File: src/rtl/instr_fetch_ctrl_pkg.sv
// Shared CPU package: datapath widths, fetch FSM state encoding, the default
// halt opcode and the legal program-memory latency range.
package instr_fetch_ctrl_pkg;

  localparam int unsigned reg_width  = 16;
  localparam int unsigned addr_width = 8;

  localparam logic [15:0] HALT_OPCODE_DEFAULT = 16'h0000;

  // Legal ram_q latency bounds in clk cycles; the latency counter is sized
  // to hold RAM_LATENCY_MAX-1.
  localparam int unsigned RAM_LATENCY_MIN = 1;
  localparam int unsigned RAM_LATENCY_MAX = 7;
  localparam int unsigned LAT_CNT_W       = 3;

  typedef enum logic [2:0] {
    IDLE,
    FETCH,
    LOAD,
    EXEC,
    ADV,
    HALT,
    EXT
  } fetch_state_t;

endpackage

File: src/rtl/genral_purpose_reg.sv
// General purpose register with load enable and asynchronous active-high reset.
// Ports: clk, reset, en (load strobe), d (next value), q (held value).
module genral_purpose_reg #(
  parameter int unsigned D_width = 16
) (
  input  logic               clk,
  input  logic               reset,
  input  logic               en,
  input  logic [D_width-1:0] d,
  output logic [D_width-1:0] q
);

  always_ff @(posedge clk or posedge reset) begin
    if (reset) q <= '0;
    else if (en) q <= d;
  end

endmodule

File: src/rtl/instr_fetch_ctrl.sv
// Instruction fetch controller: fetches instruction words from program memory
// (or takes them from an external source) and hands them to the control
// circuit, advancing the program counter once each instruction is done.
// Ports:
//   clk, reset            - clock, asynchronous active-high reset
//   mode_sel              - 1 = external instruction mode, 0 = memory fetch
//   external_INSTRUCTION  - externally supplied instruction word
//   ram_q                 - program memory read data
//   done                  - control circuit finished the current instruction
//   cc_wren               - control circuit requests the bus for a RAM write
//   read_enable           - gates the PC onto the address bus (combinational)
//   pc_advance            - one-cycle PC increment pulse
//   INSTRUCTION           - registered instruction word
//   instr_valid           - INSTRUCTION awaits execution
//   halted                - a halt opcode has been fetched
module instr_fetch_ctrl
  import instr_fetch_ctrl_pkg::*;
#(
  parameter int unsigned         D_WIDTH     = 16,
  parameter int unsigned         RAM_LATENCY = 2,
  parameter logic [D_WIDTH-1:0]  HALT_OPCODE = D_WIDTH'(HALT_OPCODE_DEFAULT)
) (
  input  logic               clk,
  input  logic               reset,
  input  logic               mode_sel,
  input  logic [D_WIDTH-1:0] external_INSTRUCTION,
  input  logic [D_WIDTH-1:0] ram_q,
  input  logic               done,
  input  logic               cc_wren,
  output logic               read_enable,
  output logic               pc_advance,
  output logic [D_WIDTH-1:0] INSTRUCTION,
  output logic               instr_valid,
  output logic               halted
);

  fetch_state_t         state, state_next;
  logic [LAT_CNT_W-1:0] cnt, cnt_next;
  logic                 started;
  logic                 abort;
  logic                 instr_en;
  logic [D_WIDTH-1:0]   instr_d;

  // Every non-IDLE state implies a mode: EXT was entered with mode_sel=1,
  // all memory-fetch states with mode_sel=0, so no copy of mode is stored.
  assign abort = (state != IDLE) && ((state == EXT) ? !mode_sel : mode_sel);

  always_comb begin
    state_next = state;
    cnt_next   = cnt;
    unique case (state)
      IDLE: begin
        cnt_next = '0;
        // 'started' holds IDLE for the first edge after reset release.
        if (started) state_next = mode_sel ? EXT : FETCH;
      end
      FETCH: begin
        if (cc_wren) begin
          cnt_next = '0;
        end else if (cnt == LAT_CNT_W'(RAM_LATENCY - 1)) begin
          cnt_next   = '0;
          state_next = LOAD;
        end else begin
          cnt_next = cnt + 1'b1;
        end
      end
      LOAD:    state_next = (ram_q == HALT_OPCODE) ? HALT : EXEC;
      EXEC:    if (done) state_next = ADV;
      ADV:     state_next = FETCH;
      HALT:    state_next = HALT;
      EXT:     state_next = EXT;
      default: state_next = IDLE;
    endcase
    if (abort) begin
      state_next = IDLE;
      cnt_next   = '0;
    end
  end

  always_ff @(posedge clk or posedge reset) begin
    if (reset) begin
      state       <= IDLE;
      cnt         <= '0;
      started     <= 1'b0;
      instr_valid <= 1'b0;
      pc_advance  <= 1'b0;
      halted      <= 1'b0;
    end else begin
      state       <= state_next;
      cnt         <= cnt_next;
      started     <= 1'b1;
      instr_valid <= (state_next == EXEC) || (state_next == EXT);
      pc_advance  <= (state_next == ADV);
      halted      <= (state_next == HALT);
    end
  end

  assign read_enable = (state == FETCH) && !cc_wren;

  // Loading on entry to EXT (not only while in it) makes INSTRUCTION valid
  // in the same cycle instr_valid rises; aborts leave the register untouched.
  assign instr_en = ((state == LOAD) && !abort) || (state_next == EXT);
  assign instr_d  = (state == LOAD) ? ram_q : external_INSTRUCTION;

  genral_purpose_reg #(
    .D_width(D_WIDTH)
  ) u_instr_reg (
    .clk  (clk),
    .reset(reset),
    .en   (instr_en),
    .d    (instr_d),
    .q    (INSTRUCTION)
  );

endmodule

File: config.mk
export PLATFORM = sky130hd
export DESIGN_NAME = instr_fetch_ctrl
export DESIGN_NICKNAME = d
export VERILOG_FILES = /design/src/rtl/instr_fetch_ctrl_pkg.sv /design/src/rtl/genral_purpose_reg.sv /design/src/rtl/instr_fetch_ctrl.sv
export SDC_FILE = /design/constraint.sdc
export NUM_CORES = 1
export LEC_CHECK = 0
export BUFFER_PORTS_ARGS = -buffer_cell sky130_fd_sc_hd__buf_4
export CORE_MARGIN = 1.5
export CORE_UTILIZATION = 52
export CTS_CLUSTER_SIZE = 24
export DETAILED_ROUTE_END_ITERATION = 12
export GPL_TIMING_DRIVEN = 0
export PLACE_DENSITY = 0.94
export REMOVE_ABC_BUFFERS = 1
export SLEW_MARGIN = 20
export SYNTH_ARGS = -nofsm -noshare
export SYNTH_HDL_FRONTEND = slang
export SYNTH_HIERARCHICAL = 1
export SYNTH_SLANG_ARGS = --single-unit
File: constraint.sdc
create_clock -name clk -period 8 [get_ports clk]
set_clock_uncertainty 0.1 [all_clocks]
set_input_delay 2 -clock clk [delete_from_list [all_inputs] [get_ports clk]]
set_output_delay 2 -clock clk [all_outputs]
set_load 0.05 [all_outputs]
# Word level (Yosys, flattened, before mapping)
# Cells that the tools add are included.
[totals]
reg_bits = 26
wordCells = 45
in_bits = 37
output_inout_bits = 20
[op_classes]
reduce_logical = 12
addsub = 1
muxes = 14
eq_ne = 11
[op_table]
columns = ["operator", "n"]
rows = [
  ["$mux W3", 10],
  ["$pmux W3 S7", 1],
  ["$eq A3 B3 Y1 const B", 6],
  ["$logic_not A16 Y1", 1],
  ["$mux W16", 1],
  ["$eq A3 B2 Y1 const B", 3],
  ["$eq A3 B1 Y1 const B", 2],
  ["$pmux W3 S2", 1],
  ["$reduce_bool A3 Y1", 2],
  ["$add A3 B1 Y3 const B", 1],
  ["$logic_and A1 B1 Y1", 3],
  ["$logic_not A1 Y1", 3],
  ["$logic_not A3 Y1", 1],
  ["$logic_or A1 B1 Y1", 2],
  ["$mux W1", 1],
]

# Depth between registers and ports, before layout
[logic_depth]
depth_word = 7
ltp_mapped = 9
depth_no_buf = 6

# By module
# Netlist, hierarchy kept.
[modules_own_cells]
columns = ["module", "n_inst", "seq_area_each_um2", "area_each_um2", "cells_per_inst"]
rows = [
  ["instr_fetch_ctrl", 1, 250.2, 855.8, 122],
  ["genral_purpose_reg", 1, 400.4, 653.1, 35],
]

# Worst setup path before layout
# No wires, ideal clock.
[synth_timing]
kind = "in2out"
start = "input port cc_wren"
end = "output port read_enable"
n_path_buf = 0
setup_slack_ns = 3.072
t_arrival_ns = 2.828
cell_stages = 2
required_ns = 5.900
path_cell_list = "or4b_4 > inv_1"
[synth_between]
elab_chain_len = 2
[synth_lines]
columns = ["element", "line", "rtl"]
rows = [
  ["from (decl)", "instr_fetch_ctrl.sv:29", "input logic cc_wren,"],
  ["$logic_not A1 Y1", "instr_fetch_ctrl.sv:98", "assign read_enable = (state == FETCH) && !cc_wren;"],
  ["$logic_and A1 B1 Y1", "instr_fetch_ctrl.sv:98", ""],
  ["to (decl)", "instr_fetch_ctrl.sv:30", "output logic read_enable,"],
]
# Every way passes these cells.

# Worst setup path after layout
# Same ends and word-level chain as after synthesis.

==> flow_metrics.env <==
export IMPL_p_seq_share_pct=28.8
export IMPL_crit_path_end_kind="primary output"
export IMPL_core_area_mm2=0.00276
export IMPL_r2r_slack_ns=4.49
export IMPL_syn_area_mm2=0.00151
export IMPL_nets=248
export IMPL_grt_max_degree=19
export IMPL_worst_pin_slew_ns=1.07
export IMPL_hold_depth=1
export IMPL_slowest_stage="or4b_4"
export IMPL_post_drt_wl_per_cell_um=15.8
export IMPL_ctsResizeCount=0
export IMPL_crit_path_max_fanout=5
export IMPL_grt_pass1_vias=1313
export IMPL_die_y_um=56.9
export IMPL_required_ns=5.90
export IMPL_start_util_pct=54.7
export IMPL_drive_gt1_share_pct=41.0
export IMPL_setup_slack_ns=3.03
export IMPL_first_pass_iters=6
export IMPL_synth_top_cell_by_area="dfrtp_1"
export IMPL_finalCriticalPeriod_ns=4.97
export IMPL_crit_start="cc_wren"
export IMPL_insertion_delay_ns=0.32
export IMPL_timing_critical_path_from_type="primary input"
export IMPL_powerDensity_mw_per_mm2=404
export IMPL_avgViaCountPerCell=5.57
export IMPL_setup_viol=0
export IMPL_r2r_end="u_instr_reg/q[15]"
export IMPL_antenna_found_initial=0
export IMPL_numPortBuffers=56
export IMPL_yosys_top_cells_count="52 x nand2_1, 26 x dfrtp_1, 10 x mux2_4, 7 x inv_1, 7 x mux2_2"
export IMPL_clk_pin_slew_ns=0.14
export IMPL_min_from="u_instr_reg/q[15]"
export IMPL_max_vdd_ir_drop_mv=0.376
export IMPL_avgSynthCellArea_um2=9.61
export IMPL_diodes=0
export IMPL_synth_most_common_cell="nand2_1"
export IMPL_htree_levels=1
export IMPL_ys_flop_type="dfrtp_1"
export IMPL_ant_nets=0
export IMPL_via_count=1343
export IMPL_die_w_um=56.9
export IMPL_ctsHoldBuffers=0
export IMPL_p_int_uw=419
export IMPL_fin_crit_sh_pct=62.1
export IMPL_gp_congestion=0.795
export IMPL_die_area_mm2=0.00323
export IMPL_yosys_area_top_type_share_pct=43.1
export IMPL_critPathMaxStageDelay_ns=0.51
export IMPL_critical_path_class="in -> out"
export IMPL_grt_total_usage_pct=24.5
export IMPL_slew_violations=0
export IMPL_r2r_start="state[1]"
export IMPL_rows=19
export IMPL_synth_warnings=6
export IMPL_synth_edf_count=0
export IMPL_first_iter_violations=63
export IMPL_crit_top_cell="buf_4"
export IMPL_remaining_drc_errors=0
export IMPL_reg2reg_depth=6
export IMPL_rsz0062_at_grt="no"
export IMPL_synthDistinctLibCells=41
export IMPL_grt_overflow=0
export IMPL_numCtsBuffers=3
export IMPL_hold_viol=0
export IMPL_post_cts_buffers=0
export IMPL_cts_tree="built"
export IMPL_crit_chain="buf_4 -> or4b_4 -> inv_1 -> buf_4"
export IMPL_leakage_nw=1.03
export IMPL_status="finished, final reports clean"
export IMPL_relSlewSlack_pct=28.2
export IMPL_syn_to_final_growth_pct=31.4
export IMPL_fillers=199
export IMPL_setup_tns_ns=0
export IMPL_holdPathEnd="u_instr_reg/q[15]"
export IMPL_seq_area_frac_synth_pct=43.1
export IMPL_power_frac_comb_pct=60.0
export IMPL_cp_arrival_ns=2.87
export IMPL_swShare_pct=47.7
export IMPL_hold_path_class="reg -> reg"
export IMPL_async_flop_share_pct=100
export IMPL_max_cap_violations=0
export IMPL_synth_area_top_cells="dfrtp_1 43%, nand2_1 13%, mux2_4 10%"
export IMPL_wl_um=3800
export IMPL_pre_cts_slack_ns=3.03
export IMPL_synth_seq_cells=26
export IMPL_cts_buffer_depth=2
export IMPL_cts_root_buffer="clkbuf_4"
export IMPL_grt_pass1_wl_um=6110
export IMPL_boundaryPins=57
export IMPL_p_clk_share_pct=11.1
export IMPL_cts_sinks=26
export IMPL_fmax_ghz=0.201
export IMPL_power_switching_uw=382
export IMPL_synthCells=157
export IMPL_hpwl_um=2930
[sequential cells by signal (all words and copies together), names as in the netlist]
register and count:
state 3, cnt 3, halted 1, pc_advance 1
started 1, instr_valid 1, u_instr_reg/q 16
[power by group through the flow]
stage	logic, mW	clock network (mW)	registers (mW)
after floorplan	0.181	0	0.385
after global placement	0.457	0	0.228
after detailed placement	0.481	0	0.233
after CTS	0.483	0.0917	0.231
after global routing	0.508	0.0955	0.237
final	0.481	0.0892	0.231
[worst max-delay path: cells and delay by family]
family / cells / cell delay [ns]
buf+inv: 3 / 0.36
simple gates: 1 / 0.51
[stage by stage]
step	instances	util [%]	total power [mW]	hold WS [ns]	cell area (um^2)
2_1_floorplan	149	-	0.566	0.380	1450
3_3_place_gp	236	69.2	0.686	0.392	1910
3_5_place_dp	237	70.0	0.714	0.398	1930
4_1_cts	241	71.9	0.805	0.429	1980
5_1_grt	241	71.9	0.840	0.443	1980
6_report	241	71.9	0.801	0.425	1980
[routing by layer]
| layer | track usage, % | share of wire [%] | vias to the layer above |
|---|---|---|---|
| met3 | 4.84 | 3.7 | 14 |
| met4 | 11.0 | 3.3 | 0 |
| met1 | 29.5 | 40 | 645 |
| li1 | - | - | 639 |
| met5 | 0 | 0 | - |
| met2 | 42.0 | 53 | 45 |
[kinds of logic (layout without fill, tap and decap cells)]
family | Yosys count | count (layout) | synth area share, %
simple gates | 79 | 79 | 25.4
other cells | 1 | 1 | 0.249
buf+inv | 16 | 69 | 5.97
flops | 26 | 26 | 43.1
compound gates | 17 | 17 | 9.54
mux | 17 | 17 | 15.2
xor+xnor | 1 | 1 | 0.581
[worst max path at each step]
stage                             endpoint  slack [ns]  depth (start not counted)
after CTS                      read_enable        3.02                          4
after floorplan                read_enable        3.07                          2
after global routing           read_enable        3.01                          4
final                          read_enable        3.03                          4
after detailed placement       read_enable        3.03                          4
after global placement    u_instr_reg/q[1]        2.78                          6
[layout by cell type, fill, tap and decap left out, types with 2 or more instances in the layout]
cell and count:
o21ai_0 2, nor4_1 2, buf_4 56, nor2b_1 3
o311ai_1 3, nor2_1 5, or4_1 4, mux2_4 10
mux2_2 7, nand2_1 52, nand3_1 3, clkbuf_4 3
inv_1 7, a21oi_1 2, dfrtp_1 26
[layout make-up]
cell class	instances	area, um^2	area share (%)
Inverter	8	30.0	1.51
Sequential cell	26	651	32.8
Clock inverter	1	30.0	1.51
Multi-Input combinational cell	115	779	39.3
Clock buffer	3	22.5	1.14
Tap cell	31	38.8	1.96
Timing Repair Buffer	57	432	21.8
Note: power is estimated with default switching activity, not from simulation.
